File: config.mk
export PLATFORM = sky130hd
export DESIGN_NAME = fp_addsub_arbiter
export DESIGN_NICKNAME = d
export VERILOG_FILES = /design/src/rtl/fp_arb_pkg.sv /design/src/rtl/fp_addsub_arbiter_rr.sv /design/src/rtl/fp_addsub_arbiter.sv
export SDC_FILE = /design/constraint.sdc
export NUM_CORES = 1
export LEC_CHECK = 0
export ABC_AREA = 1
export BUFFER_PORTS_ARGS = -buffer_cell sky130_fd_sc_hd__buf_2
export CAP_MARGIN = 20
export CELL_PAD_IN_SITES_DETAIL_PLACEMENT = 0
export CELL_PAD_IN_SITES_GLOBAL_PLACEMENT = 1
export CORE_MARGIN = 3
export CORE_UTILIZATION = 31
export DETAILED_ROUTE_END_ITERATION = 16
export PLACE_DENSITY_LB_ADDON = 0.1
export REMOVE_ABC_BUFFERS = 1
export SETUP_SLACK_MARGIN = 0.05
export SLEW_MARGIN = 20
export SYNTH_ARGS = -nofsm -noshare
export SYNTH_HDL_FRONTEND = slang
export SYNTH_SLANG_ARGS = --single-unit
File: constraint.sdc
create_clock -name clk -period 6.8 [get_ports clk]
set_clock_uncertainty 0.05 [all_clocks]
set_input_delay 0 -clock clk [delete_from_list [all_inputs] [get_ports clk]]
set_output_delay 0 -clock clk [all_outputs]
set_load 0.05 [all_outputs]
File: src/rtl/fp_arb_pkg.sv
// Shared constants, operation codes and FSM state type for the FP add/sub arbiter.
package fp_arb_pkg;
  localparam int FP_W = 32;
  localparam logic OP_ADD = 1'b0;
  localparam logic OP_SUB = 1'b1;
  localparam logic [FP_W-1:0] FP_QNAN = 32'h7FC00000;

  typedef enum logic [1:0] {
    IDLE  = 2'd0,
    ISSUE = 2'd1,
    WAIT  = 2'd2,
    RESP  = 2'd3
  } arb_state_t;
endpackage

File: src/rtl/fp_addsub_arbiter_rr.sv
// Combinational round-robin picker: first asserted request at or after the pointer, wrapping.
module fp_addsub_arbiter_rr #(
  parameter int NREQ = 4,
  parameter int IDXW = $clog2(NREQ)
) (
  input  logic [NREQ-1:0] i_req,
  input  logic [IDXW-1:0] i_ptr,
  output logic [NREQ-1:0] o_grant,
  output logic [IDXW-1:0] o_idx,
  output logic            o_any
);
  logic            w_found;
  logic [IDXW-1:0] w_pos;

  always_comb begin
    o_grant = '0;
    o_idx   = '0;
    w_found = 1'b0;
    w_pos   = '0;
    for (int k = 0; k < NREQ; k++) begin
      w_pos = IDXW'((int'(i_ptr) + k) % NREQ);
      if (!w_found && i_req[w_pos]) begin
        w_found        = 1'b1;
        o_grant[w_pos] = 1'b1;
        o_idx          = w_pos;
      end
    end
  end

  assign o_any = |i_req;
endmodule

File: src/rtl/fp_addsub_arbiter.sv
// Shares one FP adder/subtractor between NREQ requesters, one operation in flight.
// Optional watchdog in WAIT is enabled by defining FP_ARB_TIMEOUT_EN.
module fp_addsub_arbiter
  import fp_arb_pkg::*;
#(
  parameter int NREQ        = 4,
  parameter int TIMEOUT_CYC = 64
) (
  input  logic                 clk,
  input  logic                 rst,
  input  logic [NREQ-1:0]      req_valid,
  input  logic [NREQ*FP_W-1:0] req_a,
  input  logic [NREQ*FP_W-1:0] req_b,
  input  logic [NREQ-1:0]      req_op,
  output logic [NREQ-1:0]      req_ready,
  output logic [NREQ-1:0]      resp_valid,
  output logic [FP_W-1:0]      resp_data,
  output logic                 resp_err,
  output logic [FP_W-1:0]      fpu_inA,
  output logic [FP_W-1:0]      fpu_inB,
  output logic                 fpu_op,
  output logic                 fpu_load,
  input  logic [FP_W-1:0]      fpu_out,
  input  logic                 fpu_valid,
  output arb_state_t           o_dbg_state
);
  localparam int IDXW = $clog2(NREQ);

  arb_state_t      r_state, w_state_nxt;
  logic [IDXW-1:0] r_rr_ptr, r_gnt_idx, w_gnt_idx;
  logic [NREQ-1:0] r_gnt_oh, w_gnt_oh;
  logic            w_any_req;
  logic [FP_W-1:0] r_a, r_b, r_result, w_sel_a, w_sel_b;
  logic            r_op, w_sel_op;
  logic            r_fpu_valid_q, w_valid_edge, w_timeout;

  fp_addsub_arbiter_rr #(.NREQ(NREQ), .IDXW(IDXW)) u_rr (
    .i_req   (req_valid),
    .i_ptr   (r_rr_ptr),
    .o_grant (w_gnt_oh),
    .o_idx   (w_gnt_idx),
    .o_any   (w_any_req)
  );

  // Handshake: a request transfers on the posedge where req_valid[i] & req_ready[i];
  // resp_valid is a one-cycle pulse with no backpressure.
  assign req_ready   = (r_state == IDLE) ? w_gnt_oh : '0;
  assign resp_valid  = (r_state == RESP) ? r_gnt_oh : '0;
  assign fpu_load    = (r_state == ISSUE);
  assign fpu_inA     = r_a;
  assign fpu_inB     = r_b;
  assign fpu_op      = r_op;
  assign resp_data   = r_result;
  assign o_dbg_state = r_state;

  assign w_valid_edge = fpu_valid & ~r_fpu_valid_q;

  always_comb begin
    w_sel_a  = '0;
    w_sel_b  = '0;
    w_sel_op = 1'b0;
    for (int i = 0; i < NREQ; i++) begin
      if (w_gnt_oh[i]) begin
        w_sel_a  = req_a[i*FP_W +: FP_W];
        w_sel_b  = req_b[i*FP_W +: FP_W];
        w_sel_op = req_op[i];
      end
    end
  end

`ifdef FP_ARB_TIMEOUT_EN
  localparam int CNTW = $clog2(TIMEOUT_CYC + 1);
  logic [CNTW-1:0] r_wait_cnt;
  logic            r_err;

  assign w_timeout = (r_state == WAIT) && !w_valid_edge &&
                     (r_wait_cnt == CNTW'(TIMEOUT_CYC - 1));
  assign resp_err  = (r_state == RESP) && r_err;

  always_ff @(posedge clk) begin
    if (rst) begin
      r_wait_cnt <= '0;
      r_err      <= 1'b0;
    end else if (r_state == ISSUE) begin
      r_wait_cnt <= '0;
      r_err      <= 1'b0;
    end else if (r_state == WAIT) begin
      r_wait_cnt <= r_wait_cnt + CNTW'(1);
      if (w_timeout) r_err <= 1'b1;
    end
  end
`else
  assign w_timeout = 1'b0;
  assign resp_err  = 1'b0;
`endif

  always_comb begin
    w_state_nxt = r_state;
    case (r_state)
      IDLE:    if (w_any_req) w_state_nxt = ISSUE;
      ISSUE:   w_state_nxt = WAIT;
      WAIT:    if (w_valid_edge || w_timeout) w_state_nxt = RESP;
      RESP:    w_state_nxt = IDLE;
      default: w_state_nxt = IDLE;
    endcase
  end

  always_ff @(posedge clk) begin
    if (rst) r_state <= IDLE;
    else     r_state <= w_state_nxt;
  end

  // Deliberately not reset: tracking the FPU level through reset hides a stale valid.
  always_ff @(posedge clk) begin
    r_fpu_valid_q <= fpu_valid;
  end

  always_ff @(posedge clk) begin
    if (rst) begin
      r_rr_ptr  <= '0;
      r_gnt_idx <= '0;
      r_gnt_oh  <= '0;
      r_a       <= '0;
      r_b       <= '0;
      r_op      <= 1'b0;
      r_result  <= '0;
    end else begin
      if (r_state == IDLE && w_any_req) begin
        r_gnt_idx <= w_gnt_idx;
        r_gnt_oh  <= w_gnt_oh;
        r_a       <= w_sel_a;
        r_b       <= w_sel_b;
        r_op      <= w_sel_op;
      end
      if (r_state == WAIT) begin
        if (w_valid_edge)   r_result <= fpu_out;
        else if (w_timeout) r_result <= FP_QNAN;
      end
      if (r_state == RESP) begin
        r_rr_ptr <= (r_gnt_idx == IDXW'(NREQ - 1)) ? '0 : r_gnt_idx + IDXW'(1);
      end
    end
  end
endmodule

# ---- Word-level counts from Yosys, hierarchy flattened
# Cells that the tools add are included.
dict set report word_totals {
  out_inout_bits 109
  mem_bits_ro 0
  input_bits 299
  register_bits 108
  word_cells 92
  n_memories 0
  latch_bits 0
  ram_bits 0
}
dict set report op_classes {
  add_sub_neg 4
  reduce_logical 15
  div_mod_pow 0
  n_shift 0
  n_lt_le_gt_ge 8
  n_mul 0
  muxes 45
  bitwise_logic 5
  eq_ne 6
}
# operator count
set op_table {}
lappend op_table {{2-to-1 mux 32 bit} 8}
lappend op_table {{2-to-1 mux 4 bit} 6}
lappend op_table {{2-to-1 mux 1 bit} 15}
lappend op_table {{2-to-1 mux 2 bit} 7}
lappend op_table {{< comparator 2 x 3 -> 1 bit (second input constant)} 4}
lappend op_table {{bitwise OR 4 bit} 3}
lappend op_table {{binary-select mux 1 bit (select 2 bit)} 4}
lappend op_table {{demux 1 bit (select 2 bit)} 4}
lappend op_table {{>= comparator 2 x 1 -> 1 bit (second input constant)} 4}
lappend op_table {{logical AND 1 bit} 8}
lappend op_table {{one-hot mux 2 bit (4 select lines)} 1}
lappend op_table {{equality test 2 bit (second input constant)} 3}
lappend op_table {{adder 2 x 1 -> 2 bit (second input constant)} 2}
lappend op_table {{adder 2 bit (second input constant)} 2}
lappend op_table {{!= test 2 bit (second input constant)} 2}
lappend op_table {{AND reduction 2 bit} 2}
lappend op_table {{OR reduction 4 bit} 1}
lappend op_table {{logical NOT 1 bit} 3}
lappend op_table {{equality test 2 x 1 -> 1 bit (second input constant)} 1}
lappend op_table {{logical NOT 2 bit} 1}
lappend op_table {{AND 1 bit} 1}
lappend op_table {{NOT 1 bit} 1}

# ---- Depth between registers and ports, before layout
dict set report depth {
  depth_word 16
  depth_mapped 17
  mapped_depth_nobuf 15
}

# ---- Modules after synthesis
# Synthesis repeated with hierarchy kept, for this count alone.
dict set report unflattened {
  cells_unflattened 1041
  hier_area_um2 6607.6
}
# module n_inst cells_per_inst seq_area_each_um2 area_each_um2
set by_module_without_submodules {}
lappend by_module_without_submodules {fp_addsub_arbiter 1 958 2162.1 6073.3}
lappend by_module_without_submodules {fp_addsub_arbiter_rr 1 83 0.0 534.3}

# ---- Worst setup path before layout
# OpenSTA, ideal clock, no wires.
dict set report synth_timing {
  kind {reg-to-reg}
  from {reg r_rr_ptr[0]}
  to {reg r_a[10] (netlist: fpu_inA[10])}
  required_time_ps 6607
  setup_slack_ps 4414
  path_stages_with_launch 17
  path_buffers 2
  synth_period_minus_slack_ps 2386
  setup_ps 143
  arrival_ps 2193
  cell_sequence {dfxtp_1 -> inv_2 -> ha_1 -> inv_1 -> nand3_1 -> nand2_1 -> nor2_2 -> a21oi_2 -> nand3_2 -> inv_2 -> buf_2 -> buf_2 -> nand2_1 -> nand2_1 -> nand2_1 -> nand2_1 -> a21oi_2}
}
dict set report synth_between {
  elab_chain_len 16
  word_cells_on_any_way 51
  classes_between {add/sub (3); order compare (8); mux (27); bitwise (3); reduce/logical (10)}
}
# element line
set synth_lines {}
lappend synth_lines {{start: declaration} fp_addsub_arbiter.sv:30} ;# logic [IDXW-1:0] r_rr_ptr, r_gnt_idx, w_gnt_idx;
lappend synth_lines {{start signal: assignment} fp_addsub_arbiter.sv:140} ;# r_rr_ptr <= (r_gnt_idx == IDXW'(NREQ - 1)) ? '0 : r_gnt_idx + IDXW'(1);
lappend synth_lines {{branches (longest 11 deep; another with < comparator 2 x 3 -> 1 bit)} -}
lappend synth_lines {{2-to-1 mux 4 bit *} fp_addsub_arbiter_rr.sv:22} ;# if (!w_found && i_req[w_pos]) begin
lappend synth_lines {{2-to-1 mux 32 bit (3 in series)} fp_addsub_arbiter.sv:63} ;# if (w_gnt_oh[i]) begin
lappend synth_lines {{2-to-1 mux 32 bit *} fp_addsub_arbiter.sv:63}
lappend synth_lines {{end signal: assignment} fp_addsub_arbiter.sv:131} ;# r_a <= w_sel_a;
lappend synth_lines {{end: declaration} fp_addsub_arbiter.sv:33} ;# logic [FP_W-1:0] r_a, r_b, r_result, w_sel_a, w_sel_b;
# Every way passes the cells marked *. The select of a mux whose other input is x is not followed.
# A chain may end at the register's enable or synchronous reset.

# ---- Worst setup path in the final report
dict set report layout_timing {
  from {reg r_rr_ptr[0]}
  to {reg r_a[15] (netlist: fpu_inA[15])}
}
# Same word-level chain as after synthesis.

==> results.md <==
Clock tree:
- The number of buffers inserted for hold repair after clock tree synthesis is 162.
- The TritonCTS clock tree is done.
- Clock-pin slew was measured on the worst setup and hold paths at 0.09 ns.
- The number of gates resized after CTS was 0.
- The clock sink total is approximately 110.
- Buffers added to address setup during post-CTS repair amount to 0.
- In this run the clock root is driven by a sky130_fd_sc_hd__clkbuf_16.
- The number of buffers inserted during clock tree synthesis is 9.
- The later pin in the worst-skew pair is clocked with a latency of 0.36 ns.
- The number of H-tree levels is 3.
- The clock passes through at most 2 buffers.

GRT:
- The initial antenna violation count came to 9.
- The number of global-route vias before repair is ~8800.
- The first global-routing pass estimated 45.9 mm of wire.
- The remaining global-route overflow is 0.
- The aggregate global-route resource usage is 0.231.
- The largest net degree at the start of global routing is 86.

Timing:
- For the final routed database, the setup TNS stands at 0 ns.
- Dividing the final minimum period by the clock period gives 0.625.
- The least setup slack across all paths after layout is 2.55 ns.
- The final count of hold timing violations is 0.
- At the pin with the least slew margin, the transition time is 1.00 ns.
- For the finished layout, the period the worst path requires is 4.25 ns.
- The number of endpoints failing setup at the final stage is 0.
- The worst-case headroom to the max-slew limit is 0.333.
- The max-slew violation count is 0.
- Setup repair after global routing left no endpoint under its margin.
- The highest achievable clock rate is 0.235 GHz.

Status:
- The flow ran to the end, and the final reports show no timing, DRC or antenna violations.

Synth:
- The cell count after synthesis is 1211.
- For this run, the number of Yosys warnings is 0.
- The area of the mapped netlist is between 7000 and 8000 µm².
- The synthesis-stage register bit count is 108.
- The distinct cell type count of the synthesized netlist is 31.
- Dividing the synthesized area by the synthesized cell count gives 5.91 µm².
- The sequential fraction of the synthesis area is 0.302.

Routing:
- Wire segments on met3 add up to 2.38 mm in the final route.
- The initial detailed-routing violation count is ~500.
- After detailed routing, the average wire length per cell comes to 15.3 µm.
- The sum of routed wire length over all layers is approximately 31 mm.
- Once detail routing completed, the nets flagged for antenna violations numbered 0.
- The detailed router placed 9314 vias in this run.
- The first TritonRoute pass finished after 5 iterations.
- The remaining design rule violation count is 0.
- The routed length on met2 is 15.5 mm.
- After detailed routing, the wire length on met1 is 12.2 mm.
- Signal routing reaches up to met5.
- Dividing the detail-routed via count by the number of cells gives 4.65.

Floorplan:
- The core region is 22200 µm².
- Measured along the x axis, the die boundary spans 158 µm.
- The initial cell density of the core is 0.322.
- The die is 158 µm tall.
- Row generation in the floorplan step produced 54 rows.
- The die covers 25000 µm².
- Pin placement for this block handled about 410 I/O pins.

Finish:
- At the end of the flow the core is filled with cells to 0.501.
- The number of nets in the layout is roughly 2000.
- The layout overhead on the synthesized area is 55.5%.
- The share of post-route cells with drive strength above 1 is 0.275.

Worst hold path:
- The class of the most critical hold timing path is in2reg.
- The start point of the worst min-delay path is req_a[76].

Critical path:
- The source of the worst register-to-register timing path is r_rr_ptr[0].
- The start point of the critical path is r_rr_ptr[0].
- The largest driver fanout on the critical path is 85.
- The worst setup path is launched from a flip-flop.
- The required time of the worst setup path is 7.04 ns.
- The endpoint type of the worst setup path is a flip-flop.
- The reg2reg setup slack is 2.55 ns.
- Data on the critical path arrives at its endpoint at 4.49 ns.
- The category of the critical setup timing path is reg2reg.

Run:
- The max-capacitance violation count is 0.

Pwr:
- Dividing total power by cell area gives a power density of 437 nW/µm².
- IR analysis of the VDD net gives a maximum drop of ~0.23 mV.
- Summed over all cells, the static leakage comes to 0.00608 µW.

Place:
- The HPWL after detailed placement is 21.0 mm.
- The global placer's final weighted congestion is a little over 0.8.
- The count of input and output buffers is 406.
- The worst setup slack after placement is 3.10 ns.
==> worst max-delay path: stages (launching register included) <==
cell                            delay (ns)
sky130_fd_sc_hd__dfxtp_1              0.58
sky130_fd_sc_hd__inv_2                0.17
sky130_fd_sc_hd__ha_1                 0.38
sky130_fd_sc_hd__inv_1                0.13
sky130_fd_sc_hd__nand3_1              0.08
sky130_fd_sc_hd__nand2_1              0.11
sky130_fd_sc_hd__nor2_2               0.09
sky130_fd_sc_hd__a21boi_2             0.17
sky130_fd_sc_hd__nand3_4              0.75
sky130_fd_sc_hd__buf_4                0.60
sky130_fd_sc_hd__a21oi_1              0.18
sky130_fd_sc_hd__nand2_1              0.08
sky130_fd_sc_hd__nand2_1              0.06
sky130_fd_sc_hd__nand2_1              0.04
sky130_fd_sc_hd__dlygate4sd3_1        0.56
sky130_fd_sc_hd__a21oi_2              0.11
==> cells in the final DEF, fill, tap and decap left out, types with 4 or more instances in the layout <==
master | netlist | layout
sky130_fd_sc_hd__buf_2 | 26 | 405
sky130_fd_sc_hd__dlygate4sd3_1 | 0 | 162
sky130_fd_sc_hd__diode_2 | 0 | 6
sky130_fd_sc_hd__buf_4 | 13 | 10
sky130_fd_sc_hd__inv_1 | 154 | 154
sky130_fd_sc_hd__nand2_1 | 477 | 476
sky130_fd_sc_hd__nand2_2 | 4 | 4
sky130_fd_sc_hd__nand3_1 | 37 | 37
sky130_fd_sc_hd__clkbuf_16 | 0 | 9
sky130_fd_sc_hd__o21ai_0 | 6 | 6
sky130_fd_sc_hd__dfxtp_1 | 108 | 108
sky130_fd_sc_hd__a21oi_2 | 22 | 22
sky130_fd_sc_hd__a21oi_1 | 276 | 276
sky130_fd_sc_hd__ha_1 | 12 | 12
==> Yosys cell counts <==
cell                       count  area share
sky130_fd_sc_hd__a21boi_0      2      0.0021
sky130_fd_sc_hd__a21boi_2      1      0.0016
sky130_fd_sc_hd__a21oi_1     276        0.19
sky130_fd_sc_hd__a21oi_2      22       0.027
sky130_fd_sc_hd__a41oi_1       1      0.0012
sky130_fd_sc_hd__buf_1         1     0.00052
sky130_fd_sc_hd__buf_2        26       0.018
sky130_fd_sc_hd__buf_4        13       0.014
sky130_fd_sc_hd__buf_6         6      0.0094
sky130_fd_sc_hd__clkbuf_1     40       0.021
sky130_fd_sc_hd__conb_1        1     0.00052
sky130_fd_sc_hd__dfxtp_1     108        0.30
sky130_fd_sc_hd__ha_1         12       0.021
sky130_fd_sc_hd__inv_1       154       0.081
sky130_fd_sc_hd__inv_2         3      0.0016
sky130_fd_sc_hd__nand2_1     477        0.25
sky130_fd_sc_hd__nand2_2       4      0.0035
sky130_fd_sc_hd__nand2_4       1      0.0016
sky130_fd_sc_hd__nand3_1      37       0.026
sky130_fd_sc_hd__nand3_2       4      0.0056
sky130_fd_sc_hd__nand3_4       1      0.0024
sky130_fd_sc_hd__nand3b_1      1      0.0010
sky130_fd_sc_hd__nand4_1       3      0.0026
sky130_fd_sc_hd__nor2_1        4      0.0021
sky130_fd_sc_hd__nor2_2        2      0.0017
sky130_fd_sc_hd__nor2_4        1      0.0016
sky130_fd_sc_hd__nor4_1        1     0.00087
sky130_fd_sc_hd__o211a_1       1      0.0014
sky130_fd_sc_hd__o211ai_1      1      0.0010
sky130_fd_sc_hd__o21a_1        1      0.0010
sky130_fd_sc_hd__o21ai_0       6      0.0042
==> logic make-up after synthesis <==
group	after synthesis	share of synthesized area
AO/OA/AOI/OAI	311	0.232
adder cells (fa/ha/maj)	12	0.0210
buffers and inverters	243	0.145
flip-flops	108	0.302
other	1	0.000524
AND/OR/NAND/NOR	536	0.299
==> registers in the layout, summed over array words and instances (netlist names) <==
register,flops
fpu_inA,32
fpu_inB,32
fpu_op,1
o_dbg_state,2
r_fpu_valid_q,1
r_gnt_idx,2
r_gnt_oh,4
r_rr_ptr,2
resp_data,32
==> power by group <==
| group | leakage (µW) | internal, µW | switching [µW] |
|---|---|---|---|
| Combinational | 0.00505 | 1150 | 2170 |
| Clock | 0.000153 | 268 | 300 |
| Sequential | 0.000883 | 851 | 120 |
==> path summary, 6_finish.rpt <==
check                       end  cells after the start
setup / recovery    fpu_inA[15]                     15
hold / removal      fpu_inA[12]                      5
setup reg to reg    fpu_inA[15]                     15
hold reg to reg   resp_data[10]                      2
==> metal layers <==
metal / up-vias / track usage
li1: 4790 / -
met1: 4183 / 0.266
met2: 297 / 0.416
met3: 36 / 0.0667
met4: 8 / 0.0651
met5: - / 0
==> layout make-up <==
class | count | area, µm²
clock buffer | 9 | 225
inverter | 157 | 592
sequential | 108 | 2160
fill | 2411 | 11100
clock inverter | 7 | 88.8
timing repair buffer | 577 | 3720
multi-input combinational | 860 | 3980
tap | 280 | 350
antenna | 6 | 15.0
==> through the flow <==
stage / area, µm² / total power, µW / instances / hold WS [ns]
6_report: 11100 / 4860 / 2004 / 0.0281
5_1_grt: 11100 / 5270 / 2003 / 0.0602
4_1_cts: 11100 / 4890 / 1998 / 0.0121
3_5_place_dp: 9180 / 3880 / 1820 / 0.0752
3_3_place_gp: 9180 / 3880 / 1820 / 0.0741
2_1_floorplan: 6710 / 3120 / 1125 / -0.0223
No activity file was read; power rests on OpenSTA's default activity.
